==> src/rtl/student_fir_out_conditioner_pkg.sv <==
// Shared sample type, clamp limits and saturating event-counter helper for
// the FIR output conditioner.
package student_fir_out_cond_pkg;

  localparam int unsigned CNT_W = 16;

  typedef logic signed [15:0] sample_t;
  typedef logic [CNT_W-1:0]   cnt_t;

  localparam sample_t SAMPLE_MAX = 16'sh7FFF;
  localparam sample_t SAMPLE_MIN = 16'sh8000;

  // Event counters stick at all-ones instead of wrapping.
  function automatic cnt_t sat_inc(input cnt_t c, input logic ev);
    return (ev && (c != '1)) ? cnt_t'(c + 1'b1) : c;
  endfunction

endpackage

==> src/rtl/student_fir_out_conditioner_if.sv <==
// FIR-result / IIS-slot bus of the output conditioner; the slave modport is
// the conditioner side.
interface student_fir_out_conditioner_if #(
  parameter int unsigned DATA_SIZE         = 16,
  parameter int unsigned DATA_SIZE_FIR_OUT = 32,
  parameter int unsigned FIFO_DEPTH        = 8
);
  import student_fir_out_cond_pkg::*;

  logic [DATA_SIZE_FIR_OUT-1:0]      fir_data_i;
  logic                              fir_valid_i;
  logic [4:0]                        shift_i;
  logic                              sat_en_i;
  logic                              hold_last_i;
  logic                              frame_req_i;
  logic [DATA_SIZE_FIR_OUT-1:0]      data_o;
  logic                              valid_o;
  logic [$clog2(FIFO_DEPTH):0]       fill_o;
  cnt_t                              clip_cnt_o;
  cnt_t                              underflow_cnt_o;
  cnt_t                              overflow_cnt_o;

  modport master (
    output fir_data_i, fir_valid_i, shift_i, sat_en_i, hold_last_i, frame_req_i,
    input  data_o, valid_o, fill_o, clip_cnt_o, underflow_cnt_o, overflow_cnt_o
  );

  modport slave (
    input  fir_data_i, fir_valid_i, shift_i, sat_en_i, hold_last_i, frame_req_i,
    output data_o, valid_o, fill_o, clip_cnt_o, underflow_cnt_o, overflow_cnt_o
  );

endinterface

==> src/rtl/student_fir_out_conditioner_fifo.sv <==
// Single-clock sample FIFO; pointers carry one extra wrap bit so full and
// empty are distinguishable without a separate counter.
module student_sample_fifo #(
  parameter int unsigned WIDTH = 16,
  parameter int unsigned DEPTH = 8,
  localparam int unsigned AW   = $clog2(DEPTH)
) (
  input  logic             clk,
  input  logic             rst,
  input  logic             push,
  input  logic [WIDTH-1:0] wdata,
  input  logic             pop,
  output logic [WIDTH-1:0] rdata,
  output logic             full,
  output logic             empty,
  output logic [AW:0]      fill
);

  logic [WIDTH-1:0] mem [DEPTH];
  logic [AW:0]      wr_ptr;
  logic [AW:0]      rd_ptr;
  logic             do_push;
  logic             do_pop;

  assign empty   = (wr_ptr == rd_ptr);
  assign full    = (wr_ptr[AW] != rd_ptr[AW]) && (wr_ptr[AW-1:0] == rd_ptr[AW-1:0]);
  assign fill    = wr_ptr - rd_ptr;
  assign rdata   = mem[rd_ptr[AW-1:0]];
  assign do_pop  = pop && !empty;
  // A full FIFO still accepts a push when the same edge frees a slot.
  assign do_push = push && (!full || do_pop);

  always_ff @(posedge clk) begin
    if (do_push) mem[wr_ptr[AW-1:0]] <= wdata;
  end

  always_ff @(posedge clk) begin
    if (rst) begin
      wr_ptr <= '0;
      rd_ptr <= '0;
    end else begin
      if (do_push) wr_ptr <= wr_ptr + 1'b1;
      if (do_pop)  rd_ptr <= rd_ptr + 1'b1;
    end
  end

endmodule

==> src/rtl/student_fir_out_conditioner.sv <==
// Rounds/shifts/saturates the FIR accumulator into 16-bit samples and serves
// them from a FIFO on each IIS frame request, counting clip/under/overflow.
module student_fir_out_conditioner
  import student_fir_out_cond_pkg::*;
#(
  parameter int unsigned DATA_SIZE         = 16,
  parameter int unsigned DATA_SIZE_FIR_OUT = 32,
  parameter int unsigned FIFO_DEPTH        = 8
) (
  input logic                          clk_i,
  input logic                          rst_i,
  student_fir_out_conditioner_if.slave bus
);

  localparam int unsigned EW = DATA_SIZE_FIR_OUT + 1;
  localparam int unsigned FW = $clog2(FIFO_DEPTH) + 1;
  localparam logic signed [EW-1:0] MAX_EXT = SAMPLE_MAX;
  localparam logic signed [EW-1:0] MIN_EXT = SAMPLE_MIN;

  logic signed [EW-1:0] ext;
  logic signed [EW-1:0] rnd;
  logic signed [EW-1:0] rounded;
  logic signed [EW-1:0] s1_data;
  logic                 s1_valid;
  sample_t              s2_sample;
  logic                 clip_ev;
  sample_t              head;
  logic                 full;
  logic                 empty;
  logic [FW-1:0]        fill;
  sample_t              out_sample;
  logic                 overflow_ev;
  logic                 underflow_ev;

  // The extra MSB keeps ext + rounding constant from overflowing.
  always_comb begin
    ext = {bus.fir_data_i[DATA_SIZE_FIR_OUT-1], bus.fir_data_i};
    rnd = '0;
    if (bus.shift_i != '0) rnd[bus.shift_i - 5'd1] = 1'b1;
    rounded = ext + rnd;
  end

  always_ff @(posedge clk_i) begin
    if (rst_i) begin
      s1_valid <= 1'b0;
      s1_data  <= '0;
    end else begin
      s1_valid <= bus.fir_valid_i;
      if (bus.fir_valid_i) s1_data <= rounded >>> bus.shift_i;
    end
  end

  // Stage 2 is combinational into the FIFO; the FIFO entry is its register.
  always_comb begin
    s2_sample = s1_data[DATA_SIZE-1:0];
    clip_ev   = 1'b0;
    if (bus.sat_en_i) begin
      if (s1_data > MAX_EXT) begin
        s2_sample = SAMPLE_MAX;
        clip_ev   = s1_valid;
      end else if (s1_data < MIN_EXT) begin
        s2_sample = SAMPLE_MIN;
        clip_ev   = s1_valid;
      end
    end
  end

  student_sample_fifo #(
    .WIDTH (DATA_SIZE),
    .DEPTH (FIFO_DEPTH)
  ) u_fifo (
    .clk   (clk_i),
    .rst   (rst_i),
    .push  (s1_valid),
    .wdata (s2_sample),
    .pop   (bus.frame_req_i),
    .rdata (head),
    .full  (full),
    .empty (empty),
    .fill  (fill)
  );

  assign overflow_ev  = s1_valid && full && !bus.frame_req_i;
  assign underflow_ev = bus.frame_req_i && empty;

  always_ff @(posedge clk_i) begin
    if (rst_i) begin
      out_sample          <= '0;
      bus.valid_o         <= 1'b0;
      bus.clip_cnt_o      <= '0;
      bus.underflow_cnt_o <= '0;
      bus.overflow_cnt_o  <= '0;
    end else begin
      bus.valid_o <= bus.frame_req_i;
      if (bus.frame_req_i) begin
        if (!empty)                out_sample <= head;
        else if (!bus.hold_last_i) out_sample <= '0;
      end
      bus.clip_cnt_o      <= sat_inc(bus.clip_cnt_o, clip_ev);
      bus.underflow_cnt_o <= sat_inc(bus.underflow_cnt_o, underflow_ev);
      bus.overflow_cnt_o  <= sat_inc(bus.overflow_cnt_o, overflow_ev);
    end
  end

  assign bus.data_o = {out_sample, {(DATA_SIZE_FIR_OUT-DATA_SIZE){1'b0}}};
  assign bus.fill_o = fill;

endmodule

==> src/flat_wrapper.sv <==
// flat-port wrapper written by rule: the top's interface ports become plain ports
module student_fir_out_conditioner_flat import student_fir_out_cond_pkg::*;
#(
  parameter int unsigned DATA_SIZE         = 16,
  parameter int unsigned DATA_SIZE_FIR_OUT = 32,
  parameter int unsigned FIFO_DEPTH        = 8
)
  (clk_i, rst_i, bus_fir_data_i, bus_fir_valid_i, bus_shift_i, bus_sat_en_i, bus_hold_last_i, bus_frame_req_i, bus_data_o, bus_valid_o, bus_fill_o, bus_clip_cnt_o, bus_underflow_cnt_o, bus_overflow_cnt_o);
  student_fir_out_conditioner_if #(.DATA_SIZE(DATA_SIZE), .DATA_SIZE_FIR_OUT(DATA_SIZE_FIR_OUT), .FIFO_DEPTH(FIFO_DEPTH)) bus_i ();
  input logic clk_i;
  input logic rst_i;
  input wire logic [$bits(bus_i.fir_data_i)-1:0] bus_fir_data_i;
  input wire logic [$bits(bus_i.fir_valid_i)-1:0] bus_fir_valid_i;
  input wire logic [$bits(bus_i.shift_i)-1:0] bus_shift_i;
  input wire logic [$bits(bus_i.sat_en_i)-1:0] bus_sat_en_i;
  input wire logic [$bits(bus_i.hold_last_i)-1:0] bus_hold_last_i;
  input wire logic [$bits(bus_i.frame_req_i)-1:0] bus_frame_req_i;
  output wire logic [$bits(bus_i.data_o)-1:0] bus_data_o;
  output wire logic [$bits(bus_i.valid_o)-1:0] bus_valid_o;
  output wire logic [$bits(bus_i.fill_o)-1:0] bus_fill_o;
  output wire logic [$bits(bus_i.clip_cnt_o)-1:0] bus_clip_cnt_o;
  output wire logic [$bits(bus_i.underflow_cnt_o)-1:0] bus_underflow_cnt_o;
  output wire logic [$bits(bus_i.overflow_cnt_o)-1:0] bus_overflow_cnt_o;
  assign bus_i.fir_data_i = bus_fir_data_i;
  assign bus_i.fir_valid_i = bus_fir_valid_i;
  assign bus_i.shift_i = bus_shift_i;
  assign bus_i.sat_en_i = bus_sat_en_i;
  assign bus_i.hold_last_i = bus_hold_last_i;
  assign bus_i.frame_req_i = bus_frame_req_i;
  assign bus_data_o = bus_i.data_o;
  assign bus_valid_o = bus_i.valid_o;
  assign bus_fill_o = bus_i.fill_o;
  assign bus_clip_cnt_o = bus_i.clip_cnt_o;
  assign bus_underflow_cnt_o = bus_i.underflow_cnt_o;
  assign bus_overflow_cnt_o = bus_i.overflow_cnt_o;
  student_fir_out_conditioner #(.DATA_SIZE(DATA_SIZE), .DATA_SIZE_FIR_OUT(DATA_SIZE_FIR_OUT), .FIFO_DEPTH(FIFO_DEPTH)) u_core (.clk_i(clk_i), .rst_i(rst_i), .bus(bus_i));
endmodule
==> config.mk <==
export PLATFORM = sky130hd
export DESIGN_NAME = student_fir_out_conditioner_flat
export DESIGN_NICKNAME = d
export VERILOG_FILES = /design/src/rtl/student_fir_out_conditioner_pkg.sv /design/src/rtl/student_fir_out_conditioner_if.sv /design/src/rtl/student_fir_out_conditioner_fifo.sv /design/src/rtl/student_fir_out_conditioner.sv /design/src/flat_wrapper.sv
export SDC_FILE = /design/constraint.sdc
export NUM_CORES = 1
export LEC_CHECK = 0
export ABC_AREA = 1
export BUFFER_PORTS_ARGS = -buffer_cell sky130_fd_sc_hd__buf_2
export CAP_MARGIN = 20
export CORE_UTILIZATION = 55
export DETAILED_ROUTE_END_ITERATION = 16
export PLACE_DENSITY = 0.81
export RECOVER_POWER = 100
export SLEW_MARGIN = 20
export SYNTH_ARGS = -nofsm -noshare
export SYNTH_HDL_FRONTEND = slang
export SYNTH_SLANG_ARGS = --single-unit
==> constraint.sdc <==
create_clock -name clk_i -period 3.7 [get_ports clk_i]
set_clock_uncertainty 0.2 [all_clocks]
set_input_delay 0.555 -clock clk_i [delete_from_list [all_inputs] [get_ports clk_i]]
set_output_delay 0.555 -clock clk_i [all_outputs]
set_load 0.005 [all_outputs]
==> impl_metrics.toml <==
[critical_path]
cp_slowest_stage_delay_ns = 0.22
cp-start-kind = "primary input"
crit_path_start = "bus_shift_i[1]"
rr_startpoint = "u_core.u_fifo.rd_ptr[1]"
slowest_stage = "ha_4"
r2r_slack_ns = 0.91
critical_path.max_fanout = 4
rr_endpoint = "u_core.bus.underflow_cnt_o[15]"
ff2ff_path_depth = 14
critical_path_required_ns = 3.95
worstSetupPathType = "primary input to register"
crit_top_cell = "nand2_2"
cp.arrival_ns = 3.79
end_kind = "register"

[grt]
grt_max_degree = 44
gr-total-overflow = 0
antenna_found_initial = 0
grt_use_total_pct = 28.9
grt_pass1_wl_microns = 62700
grt_pass1_vias = 13065

[clock_tree]
cts_tree = "done"
cts_sinks = 238
cts_htree_levels = 1
worstSkewPairLatency_ns = 0.53
numCtsBuffers = 23
cts_max_path_buffers = 3
hold_buffers = 0
cts_root_buf = "clkbuf_16"
clk_pin_slew_ns = 0.06

[logic_synthesis]
synth_area_sq_um = 14500
ys_warn_count = 0
ys_types = 57
seq_area_frac_synth_pct = 41.6
syn_avg_cell_area_sq_um = 7.39
syn_inst = 1964
ys_seq_elements = 238

[min_path]
hold_path_depth = 3
min_from = "bus_frame_req_i"
whs_endpoint = "u_core.bus.valid_o"
hp-class = "primary input to register"

[pwr]
total_power_w = 0.00666
p_per_area_nw_per_um2 = 382
ir_drop_uv = 488
p_leak_nw = 7.73

[timing]
maxSlewHeadroom_pct = 40.5
fin_crit_sh_pct = 95.7
period_minus_slack_ns = 3.54
setup_viol = 0
tns_ns = 0
max_slew.worst_pin.slew_ns = 0.892
rsz0062_at_grt = "true"
fin_ws_ns = 0.160
fmax_mhz = 283
finalHoldViolCount = 0
finalMaxSlewViolations = 0

[finish]
area_growth_pct = 19.9
final_common_cell = "nand2_1"
fill_cells = 2200
fin_util_pct = 67.0
final_cell_area_sq_um = 17400
multi_input_area_sq_um = 7920
mostFrequentLayoutCells = "nand2_1, inv_1, nand3_1"
final_layout_size_suffix_gt1_share_pct = 22.6
fin_nets = 2215
register_area_sq_um = 6050

[placement]
placed_area_sq_um = 15800
pre_cts_slack_ns = -0.541
post-dp-hpwl_microns = 28600
place_congestion = 0.978
io_buffers = 111

[die]
core_sq_um = 26000
die_width_microns = 164
start_util_pct = 55.9
num_rows = 59
dieArea_sq_um = 27100
die_height_microns = 164
pin_count = 128

[detailed_routing]
drt_iter0_markers = 1184
vias_per_cell = 5.64
vias = 14010
wirelength_microns = 40300
drt_first_pass_iters = 5
ant_nets = 0
wl_per_cell_microns = 16.2
drcViolationCount = 0

[run_status]
status = "finished, final reports clean"

[run]
drv_cap = 0
worst max-delay path by stage:
| stage | endpoint | cells after the start | slack (ns) |
|---|---|---|---|
| global placement | u_core.s1_data[6] | 29 | -0.48 |
| finish | u_core.s1_data[6] | 29 | 0.16 |
| CTS | u_core.s1_data[23] | 24 | 0.05 |
| floorplan | u_core.s1_data[10] | 28 | 0.03 |
| detailed placement | u_core.s1_data[6] | 29 | -0.54 |
| global route | u_core.s1_data[6] | 29 | -0.06 |
layout make-up:
type                            instances  share of cell area [%]
Clock inverter                          6                   0.409
Antenna cell                            1                  0.0144
Tap cell                              335                    2.41
Timing Repair inverter                  1                  0.0431
Multi-Input combinational cell       1412                    45.5
Timing Repair Buffer                  217                    7.92
Sequential cell                       238                    34.7
Clock buffer                           36                    3.87
Inverter                              237                    5.15
repair_timing:
action,in CTS,in global routing
gates cloned,0,1
buffers inserted,0,12
pin swaps,0,72
gates resized for setup,1,186
setup endpoints to repair,1,32
synth_stat cells (all sizes together):
library cell / n / share of area, %
nand2: 536 / 14
a211oi: 1 / 0.052
a31oi: 10 / 0.43
o221ai: 23 / 1.4
o211ai: 13 / 0.71
o21a: 3 / 0.16
a21o: 1 / 0.052
nand3b: 1 / 0.052
nor2: 173 / 4.8
clkbuf: 40 / 1.0
nor3: 30 / 1.1
o32ai: 9 / 0.54
nand3: 246 / 8.9
inv: 233 / 6.0
nor4: 6 / 0.30
dfxtp: 110 / 15
a21boi: 1 / 0.052
and3: 2 / 0.086
o31ai: 1 / 0.052
fa: 2 / 0.28
or3: 1 / 0.043
o21bai: 1 / 0.052
xnor2: 9 / 0.59
mux2: 1 / 0.078
o21ba: 1 / 0.069
conb: 1 / 0.026
nor3b: 2 / 0.10
or2: 1 / 0.043
a31o: 1 / 0.060
clkinv: 4 / 0.10
mux2i: 23 / 1.6
nand4: 29 / 1.4
a221oi: 2 / 0.12
ha: 40 / 3.4
edfxtp: 128 / 26
o21ai: 102 / 3.6
xor2: 7 / 0.42
buf: 53 / 2.1
a21oi: 116 / 4.2
a41oi: 1 / 0.060
power breakdown:
part / switching (W) / internal (W)
Sequential: 0.0000880 / 0.00290
Combinational: 0.000862 / 0.000483
Clock: 0.000991 / 0.00133
Total: 0.00194 / 0.00472
through the flow:
| stage | instances | hold WS, ns |
|---|---|---|
| floorplan | 1980 | 0.245 |
| global placement | 2427 | 0.250 |
| detailed placement | 2427 | 0.253 |
| CTS | 2469 | 0.126 |
| global route | 2482 | 0.125 |
| finish | 2483 | 0.136 |
critical path: cells and delay by family:
family | cells | cell delay, ns
buffers and inverters | 5 | 0.51
and+or+nand+nor | 20 | 1.95
adders and majority gates | 1 | 0.22
AOI/OAI and AO/OA | 3 | 0.53
per-layer routing:
metal | GRT usage [%] | part of all wire [%] | vias to the layer above
met1 | 37.3 | 43 | 6559
met2 | 49.8 | 48 | 483
met5 | 0 | 0 | -
li1 | - | - | 6884
met4 | 9.26 | 2.5 | 0
met3 | 4.04 | 6.2 | 84
registers in the layout, summed over array words and instances, names as in the netlist, named ones only:
| register | count |
|---|---|
| u_core.s1_valid | 1 |
| u_core.out_sample | 16 |
| u_core.bus.overflow_cnt_o | 16 |
| u_core.s1_data | 33 |
| u_core.u_fifo.rd_ptr | 4 |
| u_core.bus.underflow_cnt_o | 16 |
| u_core.bus.valid_o | 1 |
| u_core.u_fifo.wr_ptr | 4 |
| u_core.bus.clip_cnt_o | 16 |
| u_core.u_fifo.mem | 128 |
logic make-up after synthesis:
family	after synthesis	synth area share, %
AND/OR/NAND/NOR	1027	31.1
buffers and inverters	330	9.25
AO/OA/AOI/OAI	286	11.5
flip-flops	238	41.6
adder cells (fa/ha/maj)	42	3.72
multiplexers	24	1.66
XOR/XNOR	16	1.02
other	1	0.0258
No activity file was read; power rests on OpenSTA's default activity.
